### config.mk
export PLATFORM = sky130hd
export DESIGN_NAME = uart_tx_fifo
export DESIGN_NICKNAME = d
export VERILOG_FILES = /design/src/rtl/uart_tx_fifo.sv
export SDC_FILE = /design/constraint.sdc
export NUM_CORES = 1
export LEC_CHECK = 0
export CORE_ASPECT_RATIO = 0.6
export CORE_UTILIZATION = 53
export DETAILED_ROUTE_END_ITERATION = 6
export PLACE_DENSITY = 0.71
export SKIP_CTS_REPAIR_TIMING = 1
export SYNTH_ARGS = -nofsm -noshare
export SYNTH_HDL_FRONTEND = slang
export SYNTH_SLANG_ARGS = --single-unit
### constraint.sdc
create_clock -name clk -period 3.2 [get_ports clk]
set_input_delay 0.64 -clock clk [delete_from_list [all_inputs] [get_ports clk]]
set_output_delay 0.64 -clock clk [all_outputs]
set_load 0.01 [all_outputs]
### src/rtl/uart_tx_fifo.sv
// Byte FIFO in front of the UART transmitter: queues pushed bytes and launches
// one frame at a time via start/din/done, holding din steady for the whole frame.
module uart_tx_fifo #(
    parameter int ADDR_W = 4,
    parameter int DATA_W = 8
) (
    input  logic              clk,
    input  logic              rst,
    input  logic              push,
    input  logic [DATA_W-1:0] push_data,
    output logic              full,
    output logic              empty,
    output logic [ADDR_W:0]   count,
    output logic              overflow,
    output logic              tx_start,
    output logic [DATA_W-1:0] tx_data,
    input  logic              tx_busy,
    input  logic              tx_done
);
    localparam int DEPTH = 2**ADDR_W;

    typedef enum logic [1:0] {IDLE, LAUNCH, WAIT_DONE} state_t;

    state_t            r_state;
    logic [DATA_W-1:0] r_mem [DEPTH];
    logic [ADDR_W:0]   r_wptr;
    logic [ADDR_W:0]   r_rptr;
    logic [ADDR_W:0]   r_count;
    logic              r_overflow;
    logic              r_tx_start;
    logic [DATA_W-1:0] r_tx_data;

    logic w_empty;
    logic w_full;
    logic w_pop;
    logic w_push_ok;

    // Pointer MSB is the lap flag: equal pointers = empty, same slot on different laps = full.
    assign w_empty   = (r_wptr == r_rptr);
    assign w_full    = (r_wptr[ADDR_W-1:0] == r_rptr[ADDR_W-1:0]) &&
                       (r_wptr[ADDR_W] != r_rptr[ADDR_W]);
    assign w_pop     = (r_state == IDLE) && !w_empty && !tx_busy;
    // A same-cycle pop frees a slot, so a push into a full FIFO still lands.
    assign w_push_ok = push && (!w_full || w_pop);

    always_ff @(posedge clk) begin
        if (w_push_ok) r_mem[r_wptr[ADDR_W-1:0]] <= push_data;
    end

    always_ff @(posedge clk or posedge rst) begin
        if (rst) begin
            r_wptr     <= '0;
            r_count    <= '0;
            r_overflow <= 1'b0;
        end else begin
            if (w_push_ok) r_wptr <= r_wptr + (ADDR_W+1)'(1);
            if (push && !w_push_ok) r_overflow <= 1'b1;
            case ({w_push_ok, w_pop})
                2'b10:   r_count <= r_count + (ADDR_W+1)'(1);
                2'b01:   r_count <= r_count - (ADDR_W+1)'(1);
                default: r_count <= r_count;
            endcase
        end
    end

    // Completion is taken from tx_done only; tx_busy can be a single-cycle blip.
    always_ff @(posedge clk or posedge rst) begin
        if (rst) begin
            r_state    <= IDLE;
            r_rptr     <= '0;
            r_tx_start <= 1'b0;
            r_tx_data  <= '0;
        end else begin
            case (r_state)
                IDLE: begin
                    r_tx_start <= 1'b0;
                    if (w_pop) begin
                        r_tx_data  <= r_mem[r_rptr[ADDR_W-1:0]];
                        r_rptr     <= r_rptr + (ADDR_W+1)'(1);
                        r_tx_start <= 1'b1;
                        r_state    <= LAUNCH;
                    end
                end
                LAUNCH: begin
                    r_tx_start <= 1'b0;
                    r_state    <= WAIT_DONE;
                end
                WAIT_DONE: begin
                    r_tx_start <= 1'b0;
                    if (tx_done) r_state <= IDLE;
                end
                default: begin
                    r_tx_start <= 1'b0;
                    r_state    <= IDLE;
                end
            endcase
        end
    end

    assign full     = w_full;
    assign empty    = w_empty;
    assign count    = r_count;
    assign overflow = r_overflow;
    assign tx_start = r_tx_start;
    assign tx_data  = r_tx_data;
endmodule

======== Word-level counts from Yosys, hierarchy flattened ========
Memories as Yosys holds them, arrays and structs flattened. A register that Yosys moved wholly into a read port is not among the register bits.
Cells that the tools add are included.
cells by class
  add/sub/neg operators ................... 4
  reductions and logical operators ........ 14
  eq/ne operators ......................... 9
  multiplexer cells ....................... 8
operators with widths
  operator                                                                count
  5-bit by 1-bit adder with 5-bit output (second input constant)          3
  5-bit case mux with 2 select lines                                      1
  2-bit case mux with 3 select lines                                      1
  5-bit equality test                                                     1
  1-bit logical AND                                                       5
  5-bit by 1-bit subtractor with 5-bit output (second input constant)     1
  2-bit by 1-bit equality test with 1-bit output (second input constant)  2
  2-bit equality test (second input constant)                             2
  4-bit equality test                                                     1
  1-bit logical NOT                                                       4
  1-bit 2-to-1 mux                                                        4
  2-bit 2-to-1 mux                                                        2
  2-bit inequality test (second input constant)                           2
  2-bit AND reduction                                                     2
  2-bit logical NOT                                                       1
  2-bit nonzero test                                                      1
  1-bit logical OR                                                        1
  1-bit inequality test                                                   1
storage, ports and cells
  memories ................................ 1
  register bits after elaboration ......... 19
  output and inout port bits .............. 17
  logic and storage cells ................. 42
  bits in writable memories ............... 128
memory list
  memory  depth  bits a word  rd ports  clocked after Yosys merged registers in  wr ports  RTL line  text
  r_mem   16     8            1         1                                        1         25        logic [DATA_W-1:0] r_mem [DEPTH];

======== Longest topological paths before layout ========
Gate-level depths: netlist of run 1.
  depth in word-level cells ............... 8
  gate-level depth with buffers ........... 13
  gate-level depth less buffers ........... 12

======== Worst setup path before layout of run 1 ========
No wires, ideal clock.
  path kind ............................... input to register
  start ................................... input port tx_busy
  end ..................................... register r_count[4] (netlist: count[4])
  slack ................................... 0.430 ns
  stages on the path ...................... 11
  arrival time ............................ 2.691 ns
  buffers on the path ..................... 1
  cell sequence ........................... or3_1 -> clkbuf_1 -> a31oi_4 -> inv_1 -> ha_1 -> ha_1 -> nor2b_1 -> o21ai_0 -> a21oi_1 -> nor3_1 -> xor2_1
on the way
  word-level cells in the longest chain between the ends .. 6
  elaborated cells on any way between the ends .. 8
  those cells by class .................... 2 x eq/ne; 1 x mux; 5 x reduce/logical
ends and longest elaborated chain
  element                                                                                RTL line  text
  start: declaration                                                                     17        input logic tx_busy,
  1-bit logical NOT *                                                                    42        assign w_pop = (r_state == IDLE) && !w_empty && !tx_busy;
  1-bit logical AND *                                                                    42
  1-bit logical OR                                                                       44        assign w_push_ok = push && (!w_full || w_pop);
  1-bit logical AND                                                                      44
  2-bit by 1-bit equality test with 1-bit output or 2-bit equality test (tied branches)  58        case ({w_push_ok, w_pop})
  5-bit case mux with 2 select lines or 2-bit nonzero test (tied branches)               --
  end signal: assignment                                                                 59        2'b10: r_count <= r_count + (ADDR_W+1)'(1);
  end signal: assignment                                                                 60        2'b01: r_count <= r_count - (ADDR_W+1)'(1);
  end signal: assignment                                                                 61        default: r_count <= r_count;
  end: declaration                                                                       28        logic [ADDR_W:0] r_count;
Mark *: on every way between the ends. The rest lies on a longest branch, timed or not.
A chain may end at the register's enable or synchronous reset.

======== Final worst setup path of run 1 ========
  start ................................... register r_wptr[2]
  end ..................................... register r_count[4] (netlist: count[4])
on the way
  word-level cells in the longest chain between the ends .. 8
  elaborated cells on any way between the ends .. 13
  those cells by class .................... 4 x eq/ne; 1 x mux; 8 x reduce/logical
ends and longest elaborated chain
  element                                                                                RTL line  text
  start: declaration                                                                     26        logic [ADDR_W:0] r_wptr;
  start signal: assignment                                                               56        if (w_push_ok) r_wptr <= r_wptr + (ADDR_W+1)'(1);
  5-bit equality test                                                                    39        assign w_empty = (r_wptr == r_rptr);
  1-bit logical NOT                                                                      42
  1-bit logical AND (2 in a row)                                                         42
  1-bit logical OR                                                                       44
  1-bit logical AND                                                                      44
  2-bit by 1-bit equality test with 1-bit output or 2-bit equality test (tied branches)  58
  5-bit case mux with 2 select lines or 2-bit nonzero test (tied branches)               --
Parallel ways exist; a longest one is shown, timed or not.

==> results.py, run 1 <==
metrics = {
    "global_route": {
        "grt.total_usage": 0.219,
        "grt_overflow": 0,
        "grt_max_degree": 52,
        "antenna_found_initial": 0,
        "grt_first_pass_wirelength_mm": 18.5,
        "grt_pass1_vias": 3115,
    },
    "clock_network": {
        "cts.sinks": 155,
        "root_buffer": "clkbuf_16",
        "clkLatencyLatePin_ns": 0.42,
        "cts.path.max_buffers": 2,
        "clk_pin_slew_worst_paths_ns": 0.06,
        "cts_buffers": 17,
        "cts_max_level": 4,
        "cts_tree": "yes",
    },
    "final_layout": {
        "drive_gt1_frac": 0.202,
        "n_antenna_cell": 0,
        "final_util": 0.654,
        "fin_nets": 441,
        "area_delta_synth_final_pct": 17.9,
    },
    "logic_synthesis": {
        "synth_edf_count": 128,
        "avgSynthCellArea_um2": 17.5,
        "syn_nets": 388,
        "synthTopCellsByArea": "edfxtp_1 60%, dfrtp_1 11%, mux4_2 5.3%",
        "ys_ff_latch": 155,
        "synthDominantCellAreaShare": 0.602,
        "synth_area_mm2": 0.00639,
        "yosysWarnings": 0,
        "ys_seq_area_frac": 0.708,
        "synth_most_common_cell": "edfxtp_1",
        "ys.flop_type": "edfxtp_1",
        "synth_top_cell_by_area": "edfxtp_1",
        "yosys.cell_types.count": 37,
        "synth_common_cells": "128 x edfxtp_1, 27 x dfrtp_1, 22 x nor2_1",
        "syn_inst": 365,
        "async_flop_share": 0.174,
    },
    "worst_setup_path": {
        "r2r-start": "r_wptr[2]",
        "timing.rr.end": "count[4]",
        "critPathLaunchType": "register",
        "reg2reg_depth": 12,
        "worst-r2r-setup-slack_ns": 0.43,
        "crit_type": "reg2reg",
        "cp_max_fo": 11,
        "cp.required_ns": 3.54,
        "cp-end-kind": "register",
        "cp.arrival_ns": 3.11,
    },
    "detailed_routing": {
        "drc": 0,
        "postRouteAntennaNets": 0,
        "vias_per_cell": 5.71,
        "wl_per_cell_um": 21.3,
        "dr.pass1.iters": 4,
        "initialDrtViolationCount": 332,
        "num_vias": 3374,
        "finalWirelength_mm": 12.6,
    },
    "sta": {
        "worst_pin_slew_ns": 1.07,
        "setup_violations": 0,
        "setup_tns_ns": 0,
        "report.final.hold_viol_count": 0,
        "max_slew_margin": 0.287,
        "fin_crit_ns": 2.77,
        "fin_crit_sh": 0.867,
        "grt_setup_unrepaired": "no",
        "timing.fmax_ghz": 0.361,
        "slew_violations": 0,
        "skew_ns": 0.0128,
    },
    "power": {
        "powerDensity_mw_per_mm2": 940,
        "peakVddDrop_mv": 0.459,
        "leakage_nw": 2.64,
    },
    "placed_design": {
        "gp_congestion": 0.766,
        "io_buffers": 29,
        "hpwl_mm": 8.10,
    },
    "floorplan": {
        "rows": 30,
        "fp.dieW_um": 144,
        "start_util": 0.554,
        "fp.dieH_um": 87.0,
        "design.core.area_mm2": 0.0115,
        "io_pins": 30,
        "dieArea_mm2": 0.0125,
    },
    "worst_hold_path": {
        "whs_endpoint": "r_state[1]",
        "worstHoldPathType": "reg2reg",
        "min_delay_path_depth": 1,
        "hold_path_startpoint": "r_state[1]",
    },
    "run": {
        "max_cap_viol_count": 0,
    },
    "outcome": {
        "outcome": "completed",
    },
}
per-stage QoR:
| step | hold slack [ns] | power, W | area [um2] | setup slack (ns) | cells |
|---|---|---|---|---|---|
| after CTS | 0.478 | 0.00711 | 7530 | 0.433 | 591 |
| after detailed placement | 0.466 | 0.00511 | 6930 | 0.0227 | 559 |
| after global placement | 0.449 | 0.00505 | 6930 | 0.0665 | 559 |
| after global routing | 0.489 | 0.00740 | 7530 | 0.235 | 591 |
| final | 0.474 | 0.00708 | 7530 | 0.426 | 591 |
| after floorplan | 0.443 | 0.00434 | 6390 | 0.430 | 365 |
metal layers:
layer / part of all wire / global-route usage / wire length (um) / vias to the layer above
met2: 0.43 / 0.290 / 5350 / 103
met1: 0.49 / 0.340 / 6210 / 1727
met5: 0 / 0 / 0 / -
li1: - / - / - / 1530
met3: 0.069 / 0.0698 / 870 / 14
met4: 0.011 / 0.0735 / 137 / 0
worst max-delay path by stage:
stage	endpoint	cells past startpoint	from
after global placement	count[4]	11	tx_busy
after CTS	count[4]	12	r_wptr[2]
final	count[4]	12	r_wptr[2]
after floorplan	count[4]	11	tx_busy
after global routing	count[4]	12	r_wptr[2]
after detailed placement	count[4]	11	tx_busy
flip-flops by register name, summed over array words and instances, names as in the netlist:
name	count
r_mem	128
tx_data	8
count	5
r_rptr	5
r_wptr	5
r_state	2
overflow	1
tx_start	1
area by class of cell:
cell class                 count  area, um2
sequential                   155       4520
fill                         784       3990
multi-input combinational    179       1690
timing repair buffer          54        478
clock buffer                  18        439
tap                          160        200
clock inverter                14        161
inverter                      11       41.3
report_power, final:
| group | total [W] | leakage [nW] | switching [W] | internal (W) |
|---|---|---|---|---|
| Clock | 0.00199 | 0.289 | 0.000809 | 0.00119 |
| Combinational | 0.00236 | 0.875 | 0.00127 | 0.00108 |
| Sequential | 0.00273 | 1.47 | 0.000198 | 0.00253 |
placed cells by master (no fill, tap or decap), types with 2 or more instances in the layout:
cell,count
clkdlybuf4s50_1,29
mux2i_1,10
ha_1,9
mux4_2,15
edfxtp_1,128
mux2_2,9
nand2b_1,4
clkinvlp_4,2
mux4_1,9
nor2_1,22
xor2_1,4
dfrtp_1,26
a211oi_1,8
inv_1,10
nand4_1,5
nor2b_1,17
bufinv_16,2
a21oi_1,20
clkbuf_16,17
buf_4,25
xnor2_1,13
nor3_1,5
nand2_1,9
clkinv_4,5
a2111oi_1,7
inv_6,3
o21ai_0,4
worst max-delay path, stage by stage (launching register included):
cell	delay, ns
dfrtp_1	0.50
xnor2_1	0.26
and4_4	0.29
a31oi_4	0.09
inv_1	0.07
ha_1	0.25
inv_1	0.11
fa_1	0.39
nor2b_1	0.13
o21ai_0	0.10
and3_1	0.19
nor3_1	0.17
xor2_1	0.16
logic make-up after synthesis:
family,count (synthesis),share of synthesized area
fa+ha+maj,10,0.0208
compound gates,44,0.0478
flops,155,0.708
xor+xnor,17,0.0233
mux,43,0.121
simple gates,65,0.0513
buf+inv,31,0.0278
Note: power is estimated with default switching activity, not from simulation.
==> run 2, diff against run 1 <==
--- a/config.mk
+++ b/config.mk
@@ -10,6 +10,7 @@
 export DETAILED_ROUTE_END_ITERATION = 6
 export PLACE_DENSITY = 0.71
 export SKIP_CTS_REPAIR_TIMING = 1
+export SLEW_MARGIN = 10
 export SYNTH_ARGS = -nofsm -noshare
 export SYNTH_HDL_FRONTEND = slang
 export SYNTH_SLANG_ARGS = --single-unit
==> results of run 2 <==
No change in the layout: final DEF, timing and power equal those of run 1.
==> run 3, diff against run 2 <==
--- a/config.mk
+++ b/config.mk
@@ -6,6 +6,7 @@
 export NUM_CORES = 1
 export LEC_CHECK = 0
 export CORE_ASPECT_RATIO = 0.6
+export CORE_MARGIN = 2
 export CORE_UTILIZATION = 53
 export DETAILED_ROUTE_END_ITERATION = 6
 export PLACE_DENSITY = 0.71
==> results.py, run 3 (synthesis results as in run 1) <==
metrics = {
    "worst_setup_path": {
        "cp-end-kind": "register",
        "cpPeakStageDelay_ns": 0.51,
        "cpMostUsedCell": "inv_1",
        "cp.required_ns": 3.55,
        "crit_type": "reg2reg",
        "cp_max_fo": 11,
        "worstPathCellList": "xnor2_1 -> and4_4 -> a31oi_4 -> inv_1 -> ha_1 -> inv_1 -> fa_1 -> nor2b_1 -> o21ai_0 -> and3_1 -> nor3_1 -> xor2_1",
        "cp_top_family": "simple AND/OR/NAND/NOR gates",
        "cp.arrival_ns": 3.25,
        "critPathSlowestCell": "dfrtp_1",
        "worst-path-buf-inv": 2,
        "critPathLaunchType": "register",
    },
    "final_layout": {
        "final_common_cell": "edfxtp_1",
        "n_antenna_cell": 0,
        "fin_nets": 443,
        "layout_common_cells": "128 x edfxtp_1, 29 x clkdlybuf4s50_1, 27 x buf_4, 26 x dfrtp_1, 22 x nor2_1",
        "final_cells": 593,
        "area_delta_synth_final_pct": 17.8,
        "drive_gt1_frac": 0.201,
        "largest_register_ff_count": 128,
    },
    "power": {
        "powerDensity_mw_per_mm2": 934,
        "peakVddDrop_mv": 0.499,
        "leakage_nw": 2.65,
    },
    "sta": {
        "fin_crit_ns": 2.91,
        "timing.fmax_ghz": 0.344,
        "max_slew_margin": 0.428,
        "fin_crit_sh": 0.908,
        "slew_violations": 0,
        "fin_ws_ns": 0.294,
        "report.final.hold_viol_count": 0,
        "grt_setup_unrepaired": "no",
        "worst_pin_slew_ns": 0.857,
        "skew_ns": 0.00754,
        "setup_violations": 0,
    },
    "clock_network": {
        "cts_max_level": 4,
        "clk_pin_slew_worst_paths_ns": 0.06,
        "cts_buffers": 17,
        "root_buffer": "clkbuf_16",
        "cts_tree": "yes",
        "cts.path.max_buffers": 2,
        "clkLatencyLatePin_ns": 0.42,
        "cts.sinks": 155,
    },
    "placed_design": {
        "gp_congestion": 0.745,
        "hpwl_mm": 8.33,
        "io_buffers": 29,
        "dpl_worst_slack_ns": -0.113,
        "dpl.cell_count": 561,
    },
    "global_route": {
        "grt_max_degree": 52,
        "grt_first_pass_wirelength_mm": 19.6,
        "grt.total_usage": 0.215,
        "grt_pass1_vias": 3322,
        "antenna_found_initial": 0,
        "grt_overflow": 0,
    },
    "floorplan": {
        "design.core.area_mm2": 0.0115,
        "start_util": 0.554,
        "fp.dieW_um": 146,
        "fp.dieH_um": 89.0,
        "dieArea_mm2": 0.0130,
        "rows": 30,
        "io_pins": 30,
    },
    "detailed_routing": {
        "drc": 0,
        "initialDrtViolationCount": 253,
        "postRouteAntennaNets": 0,
        "finalWirelength_mm": 13.0,
        "wl_per_cell_um": 21.9,
        "vias_per_cell": 5.70,
        "num_vias": 3379,
        "dr.pass1.iters": 4,
    },
    "worst_hold_path": {
        "worstHoldPathType": "reg2reg",
    },
    "run": {
        "max_cap_viol_count": 0,
    },
    "outcome": {
        "outcome": "completed",
    },
}
==> run 3: cell types whose count changed in the layout (fill, tap and decap cells not counted) <==
cell        delta
inv_6          -3
clkinv_2       +3
clkbuf_8       +1
clkbuf_1       +2
bufinv_16      -1
buf_4          +2
inv_4          +1
clkbuf_16      +1
clkinvlp_4     -2
inv_8          -1
clkinv_4       -1
==> run 3: path summary, 6_finish.rpt <==
check / endpoint / cells after the start / slack (ns) / startpoint
min in group asynchronous: tx_data[1] / 2 / 0.70 / rst
hold reg to reg: overflow / 1 / 0.47 / overflow
setup reg to reg: count[4] / 12 / 0.29 / r_wptr[2]
hold / removal: overflow / 1 / 0.47 / overflow
max in group asynchronous: tx_data[3] / 3 / 1.88 / rst
setup / recovery: count[4] / 12 / 0.29 / r_wptr[2]
==> run 3: cell type report <==
type                       count  area [um2]
fill                         820        4000
inverter                      11        41.3
multi-input combinational    179        1690
clock inverter                10        91.3
clock buffer                  22         485
sequential                   155        4520
timing repair buffer          56         493
tap                          160         200
==> run 3: stage by stage <==
| step | total power, W | setup TNS, ns | hold WS (ns) | util | area [um2] |
|---|---|---|---|---|---|
| after floorplan | 0.00434 | 0 | 0.443 | - | 6390 |
| after global placement | 0.00504 | 0 | 0.449 | 0.603 | 6950 |
| after detailed placement | 0.00512 | -0.113 | 0.462 | 0.603 | 6950 |
| after CTS | 0.00707 | 0 | 0.476 | 0.653 | 7520 |
| after global routing | 0.00736 | 0 | 0.490 | 0.653 | 7520 |
| final | 0.00703 | 0 | 0.472 | 0.653 | 7520 |
==> run 3: power breakdown <==
group	switching, W	leakage (nW)	total, W	internal [W]
clock	0.000773	0.289	0.00193	0.00116
combinational	0.00128	0.884	0.00237	0.00109
sequential	0.000205	1.47	0.00273	0.00253
==> run 3: routing by layer <==
| layer | up-vias | track usage | wire [um] |
|---|---|---|---|
| met5 | - | 0 | 0 |
| met4 | 0 | 0.0606 | 137 |
| met3 | 15 | 0.0628 | 844 |
| met2 | 108 | 0.306 | 5690 |
| met1 | 1730 | 0.326 | 6310 |
| li1 | 1526 | - | - |
